`src/rtl/risc_spm_pkg.sv`:
```
// rtl/risc_spm_pkg.sv - shared RISC_SPM sizes and dump FSM state encoding
package risc_spm_pkg;
  localparam int WORD_SIZE = 8;
  localparam int ADDR_SIZE = 8;
  localparam int MEM_DEPTH = 2 ** ADDR_SIZE;

  typedef enum logic [1:0] {
    IDLE = 2'd0,
    READ = 2'd1,
    SEND = 2'd2,
    FIN  = 2'd3
  } dump_state_t;
endpackage

```
`src/rtl/mem_dump_unit_if.sv`:
```
// rtl/mem_dump_unit_if.sv - control, memory read port and beat stream of the dump unit
interface mem_dump_unit_if #(
  parameter int word_size = 8,
  parameter int addr_size = 8
);
  logic                 start;
  logic [addr_size-1:0] first_addr;
  logic [addr_size-1:0] last_addr;
  logic                 busy;
  logic                 done;
  logic                 cpu_hold;
  logic [addr_size-1:0] mem_rd_addr;
  logic [word_size-1:0] mem_rd_data;
  logic                 out_valid;
  logic                 out_ready;
  logic [addr_size-1:0] out_addr;
  logic [word_size-1:0] out_data;
  logic                 out_last;

  modport master (
    output start, first_addr, last_addr, mem_rd_data, out_ready,
    input  busy, done, cpu_hold, mem_rd_addr, out_valid, out_addr, out_data, out_last
  );

  modport slave (
    input  start, first_addr, last_addr, mem_rd_data, out_ready,
    output busy, done, cpu_hold, mem_rd_addr, out_valid, out_addr, out_data, out_last
  );
endinterface

```
`src/rtl/mem_dump_unit.sv`:
```
// rtl/mem_dump_unit.sv - streams a wrapping memory range as (address, data) beats
// Optional DUMP_CHECKSUM_EN appends a beat carrying the running sum of the data words.
module mem_dump_unit
  import risc_spm_pkg::*;
#(
  parameter int word_size = WORD_SIZE,
  parameter int addr_size = ADDR_SIZE
) (
  input  logic            clk,
  input  logic            rst,
  mem_dump_unit_if.slave  bus
);
  localparam logic [addr_size:0]   CNT_ONE = (addr_size + 1)'(1);
  localparam logic [addr_size-1:0] PTR_ONE = addr_size'(1);

  dump_state_t          state_q;
  logic [addr_size-1:0] ptr_q;
  logic [addr_size:0]   cnt_q;
  logic [addr_size-1:0] out_addr_q;
  logic [word_size-1:0] out_data_q;
  logic                 out_valid_q;
  logic                 out_last_q;
  logic                 busy_q;
  logic                 done_q;
`ifdef DUMP_CHECKSUM_EN
  logic [word_size-1:0] sum_q;
  logic                 chk_q;
`endif

  always_ff @(posedge clk or posedge rst) begin
    if (rst) begin
      state_q     <= IDLE;
      ptr_q       <= '0;
      cnt_q       <= '0;
      out_addr_q  <= '0;
      out_data_q  <= '0;
      out_valid_q <= 1'b0;
      out_last_q  <= 1'b0;
      busy_q      <= 1'b0;
      done_q      <= 1'b0;
`ifdef DUMP_CHECKSUM_EN
      sum_q       <= '0;
      chk_q       <= 1'b0;
`endif
    end else begin
      done_q <= 1'b0;
      unique case (state_q)
        IDLE: begin
          if (bus.start) begin
            ptr_q   <= bus.first_addr;
            // range length wraps modulo depth, so 1..2**addr_size words
            cnt_q   <= {1'b0, bus.last_addr - bus.first_addr} + CNT_ONE;
            busy_q  <= 1'b1;
            state_q <= READ;
`ifdef DUMP_CHECKSUM_EN
            sum_q   <= '0;
            chk_q   <= 1'b0;
`endif
          end
        end
        READ: begin
          out_data_q  <= bus.mem_rd_data;
          out_addr_q  <= ptr_q;
          out_valid_q <= 1'b1;
`ifdef DUMP_CHECKSUM_EN
          out_last_q  <= 1'b0;
`else
          out_last_q  <= (cnt_q == CNT_ONE);
`endif
          state_q     <= SEND;
        end
        SEND: begin
          if (bus.out_ready) begin
            if (cnt_q > CNT_ONE) begin
              cnt_q       <= cnt_q - CNT_ONE;
              ptr_q       <= ptr_q + PTR_ONE;
              out_valid_q <= 1'b0;
              state_q     <= READ;
`ifdef DUMP_CHECKSUM_EN
              sum_q       <= sum_q + out_data_q;
            end else if (!chk_q) begin
              // last data word just left; replace the beat in place with the sum
              chk_q       <= 1'b1;
              sum_q       <= sum_q + out_data_q;
              out_data_q  <= sum_q + out_data_q;
              out_addr_q  <= '0;
              out_last_q  <= 1'b1;
`endif
            end else begin
              out_valid_q <= 1'b0;
              out_last_q  <= 1'b0;
              busy_q      <= 1'b0;
              done_q      <= 1'b1;
              state_q     <= FIN;
            end
          end
        end
        FIN: begin
          state_q <= IDLE;
        end
        default: state_q <= IDLE;
      endcase
    end
  end

  assign bus.busy        = busy_q;
  assign bus.cpu_hold    = busy_q;
  assign bus.done        = done_q;
  assign bus.mem_rd_addr = ptr_q;
  assign bus.out_valid   = out_valid_q;
  assign bus.out_addr    = out_addr_q;
  assign bus.out_data    = out_data_q;
  assign bus.out_last    = out_last_q;
endmodule

```
`src/flat_wrapper.sv`:
```
// flat-port wrapper written by rule: the top's interface ports become plain ports
module mem_dump_unit_flat import risc_spm_pkg::*;
#(
  parameter int word_size = WORD_SIZE,
  parameter int addr_size = ADDR_SIZE
)
  (clk, rst, bus_start, bus_first_addr, bus_last_addr, bus_mem_rd_data, bus_out_ready, bus_busy, bus_done, bus_cpu_hold, bus_mem_rd_addr, bus_out_valid, bus_out_addr, bus_out_data, bus_out_last);
  mem_dump_unit_if #(.word_size(word_size), .addr_size(addr_size)) bus_i ();
  input  logic clk;
  input  logic rst;
  input wire logic [$bits(bus_i.start)-1:0] bus_start;
  input wire logic [$bits(bus_i.first_addr)-1:0] bus_first_addr;
  input wire logic [$bits(bus_i.last_addr)-1:0] bus_last_addr;
  input wire logic [$bits(bus_i.mem_rd_data)-1:0] bus_mem_rd_data;
  input wire logic [$bits(bus_i.out_ready)-1:0] bus_out_ready;
  output wire logic [$bits(bus_i.busy)-1:0] bus_busy;
  output wire logic [$bits(bus_i.done)-1:0] bus_done;
  output wire logic [$bits(bus_i.cpu_hold)-1:0] bus_cpu_hold;
  output wire logic [$bits(bus_i.mem_rd_addr)-1:0] bus_mem_rd_addr;
  output wire logic [$bits(bus_i.out_valid)-1:0] bus_out_valid;
  output wire logic [$bits(bus_i.out_addr)-1:0] bus_out_addr;
  output wire logic [$bits(bus_i.out_data)-1:0] bus_out_data;
  output wire logic [$bits(bus_i.out_last)-1:0] bus_out_last;
  assign bus_i.start = bus_start;
  assign bus_i.first_addr = bus_first_addr;
  assign bus_i.last_addr = bus_last_addr;
  assign bus_i.mem_rd_data = bus_mem_rd_data;
  assign bus_i.out_ready = bus_out_ready;
  assign bus_busy = bus_i.busy;
  assign bus_done = bus_i.done;
  assign bus_cpu_hold = bus_i.cpu_hold;
  assign bus_mem_rd_addr = bus_i.mem_rd_addr;
  assign bus_out_valid = bus_i.out_valid;
  assign bus_out_addr = bus_i.out_addr;
  assign bus_out_data = bus_i.out_data;
  assign bus_out_last = bus_i.out_last;
  mem_dump_unit #(.word_size(word_size), .addr_size(addr_size)) u_core (.clk(clk), .rst(rst), .bus(bus_i));
endmodule
```
`config.mk`:
```
export PLATFORM = sky130hd
export DESIGN_NAME = mem_dump_unit_flat
export DESIGN_NICKNAME = d
export VERILOG_FILES = /design/src/rtl/risc_spm_pkg.sv /design/src/rtl/mem_dump_unit_if.sv /design/src/rtl/mem_dump_unit.sv /design/src/flat_wrapper.sv
export SDC_FILE = /design/constraint.sdc
export NUM_CORES = 1
export LEC_CHECK = 0
export BUFFER_PORTS_ARGS = -buffer_cell sky130_fd_sc_hd__buf_2
export CAP_MARGIN = 0
export CORE_AREA = 2 2 82 92
export CTS_CLUSTER_DIAMETER = 30
export DETAILED_ROUTE_END_ITERATION = 10
export DIE_AREA = 0 0 84 94
export SLEW_MARGIN = 20
export SYNTH_ARGS = -nofsm -noshare
export SYNTH_HDL_FRONTEND = slang
export SYNTH_SLANG_ARGS = --single-unit
```
`constraint.sdc`:
```
create_clock -name clk -period 3.69 [get_ports clk]
set_input_delay 1.107 -clock clk [delete_from_list [all_inputs] [get_ports clk]]
set_output_delay 1.107 -clock clk [all_outputs]
set_load 0.05 [all_outputs]
```
==> results.toml <==
[status]
run_status = "complete, no violations"

[clock_tree]
clockRootBuffer = "clkbuf_8"
cts_buffers = 5
htree_levels = 2
clock_latency_ns = 0.30
ctsHoldBuffers = 0
cts_sinks = 39
cts_tree = "yes"
post-cts-setup-buffers = 0
ctsResizeCount = 0
path_clk_slew_ns = 0.08
clock_path_buffers = 2

[drt]
vias_per_cell = 5.18
drc = 0
dr.pass1.iters = 4
drt-wirelength-per-cell_um = 14.5
drtAntennaViolNets = 0
routed_wl_mm = 5.71
dr.first_iter.drc_count = 144
num_vias = 2045

[grt]
gr-total-overflow = 0
grt_max_degree = 40
grt_pass1_wl_mm = 9.51
grt_pass1_vias = 1923
antenna_found_initial = 0
groute.usage.overall = 0.149

[cells_and_area]
final_nets = 349
syn_to_final_growth_pct = 20.5
drive_gt1_frac = 0.303
fillers = 723
n_antenna_cell = 0
final_util = 0.414

[setup_path]
crit_buf_inv = 3
setup.worst_path.end_class = "register"
r2r_cells = 5
critical-path-top-delay-family = "compound AO/OA/AOI/OAI gates"
crit_cells = 11
r2r-start = "u_core.cnt_q[0]"
r2r_end = "u_core.cnt_q[6]"
critPathCapture = "u_core.cnt_q[6]"
cp.required_ns = 3.88
critical_path.startpoint = "bus_last_addr[0]"
worst_path_max_delay_cell = "fa_1"
critPathLaunchType = "input port"
path_cells = "buf_2 > inv_1 > ha_1 > inv_1 > fa_1 > a211oi_2 > o21bai_1 > a21oi_1 > xnor2_1 > xor2_1 > a221o_1"
arrival_ns = 3.18
ff2ff_setup_slack_ns = 1.64
worst_path_largest_cell_delay_ns = 0.41
cp_common_cell = "inv_1"
cp_max_fo = 4
crit_type = "input port to register"

[pwr]
power_frac_clock = 0.138
power_density_mw_per_mm2 = 909
internal-power_uw = 1290
p_sw_frac = 0.506
comb_power_share = 0.554
seqPwrFrac = 0.308
power.switching_uw = 1320
p_leak_uw = 0.00132
ir_drop_mv = 0.381

[logic_synthesis]
synth_flop_cell = "dfrtp_1"
ys_seq_area_frac = 0.410
syn_area_mm2 = 0.00238
synth.avg_cell_area_um2 = 9.44
synthArstFlopShare = 1.00
synth_compound_area_frac = 0.199
synth_xor_area_frac = 0.0363
muxShareOfSynthArea = 0.0757
yosys.area_share.simple = 0.169
yosys_warnings = 0
syn_nets = 292
synth-adder-area-share = 0.0663
synth_area_leaders = "dfrtp_1, mux2_2, ha_1"
ys_ff_latch = 39
synth_edf_count = 0
synthCells = 252
synth_top_cell_by_area = "dfrtp_1"
synth_top_area_frac = 0.410
netlist-cell-type-count = 47
synth_top_family_by_area = "compound AO/OA/AOI/OAI gates"

[sta]
fin_worst_skew_ns = 0.0112
worstMarginPinSlew_ns = 0.849
fin_crit_sh = 0.812
drv_slew = 0
rsz0062_at_grt = "false"
finalSetupTns_ns = 0
period_needed_ns = 3.00
setup_violations = 0
max_freq_mhz = 334
relSlewSlack = 0.434
hold_viol_final = 0

[floorplan]
core_mm2 = 0.00693
rows = 32
initial_core_util = 0.343
fp.dieW_um = 84
die_area_mm2 = 0.00790
die_h_um = 94
io_pins = 57

[placed_design]
io_buffers = 56
place.gp.congestion = 0.863
dp_hpwl_mm = 4.23

[flow_run]
drv_cap = 0

[worst_hold_path]
hold_class = "register to register"
==> routing by layer <==
metal  GRT usage  vias up  part of all wire
li1            -     1021                 -
met1       0.207      956              0.49
met2       0.237       62              0.45
met3      0.0237        6             0.044
met4      0.0524        0             0.014
met5           0        -                 0
==> flip-flops by register name, summed over array words and instances (netlist names) <==
register                cells
u_core.cnt_q                9
u_core.bus.mem_rd_addr      8
u_core.bus.out_addr         8
u_core.bus.out_data         8
u_core.state_q              2
u_core.bus.busy             1
u_core.bus.done             1
u_core.bus.out_last         1
u_core.bus.out_valid        1
==> kinds of logic after synthesis <==
kind of cell               Yosys count
AOI/OAI and AO/OA                   74
adders and majority gates           12
and+or+nand+nor                     76
DFF                                 39
muxes                               16
buffers and inverters               26
xor gates and xnor gates             9
==> cells in the final DEF, fill, tap and decap left out, drive strengths merged, types with 2 or more instances in the layout <==
master	Yosys	routed
buf	3	60
nor3b	3	3
o22ai	2	2
mux2	16	16
a2111o	2	2
inv	16	16
nor3	10	10
a21oi	24	24
o21ai	25	25
clkbuf	7	5
nor2	21	21
or3	2	2
nand4	2	2
nor4b	3	3
a221o	2	2
nor2b	6	6
xor2	6	6
ha	11	11
nand2b	5	5
a31o	2	2
clkinv	0	2
xnor2	3	3
and3	3	3
a31oi	4	4
nand2	12	12
dfrtp	39	39
nand3	8	8
==> power groups by stage <==
stage / sequential [uW] / combinational, uW / clock (uW)
finish: 802 / 1440 / 359
global route: 834 / 1570 / 391
CTS: 802 / 1450 / 370
detailed placement: 810 / 1450 / 0
global placement: 803 / 1440 / 0
floorplan: 1280 / 642 / 0
==> worst min-delay path by stage <==
stage / from / endpoint / slack (ns) / cells after the start
floorplan: u_core.cnt_q[3] / u_core.cnt_q[3] / 0.47 / 2
global placement: u_core.bus.out_data[2] / u_core.bus.out_data[2] / 0.48 / 1
detailed placement: u_core.bus.out_addr[0] / u_core.bus.out_addr[0] / 0.49 / 1
CTS: u_core.bus.out_addr[0] / u_core.bus.out_addr[0] / 0.51 / 1
global route: u_core.bus.out_data[0] / u_core.bus.out_data[0] / 0.52 / 1
finish: u_core.bus.out_data[0] / u_core.bus.out_data[0] / 0.50 / 1
==> cells in the mapped netlist (3+ instances only) <==
cell and count:
inv_1 16, mux2_2 16, nor2_1 21, nor3b_1 3, ha_1 11, dfrtp_1 39, nor3_1 9, o21ai_0 23
nand2_1 12, nor2b_1 6, a31oi_1 4, nand3_1 8, clkbuf_1 7, nand2b_1 5, a21oi_1 24, xor2_1 6
and3_1 3
==> layout make-up <==
type	count	area [um^2]	area share
timing repair buffer	60	310	0.108
multi-input combinational	187	1300	0.454
tap	85	106	0.0371
clock inverter	3	43.8	0.0153
sequential	39	976	0.341
inverter	16	60.1	0.0210
clock buffer	5	68.8	0.0240
==> metrics by stage <==
stage | worst slack (ns) | area [um^2] | power (uW) | instances | hold WS [ns]
5_1_grt | 0.549 | 2870 | 2800 | 395 | 0.515
3_5_place_dp | 0.378 | 2750 | 2260 | 387 | 0.489
2_1_floorplan | 0.641 | 2380 | 1920 | 252 | 0.471
4_1_cts | 0.705 | 2870 | 2620 | 395 | 0.505
3_3_place_gp | 0.443 | 2750 | 2240 | 387 | 0.481
6_report | 0.695 | 2870 | 2600 | 395 | 0.503
(Power assumes the default switching activity.)
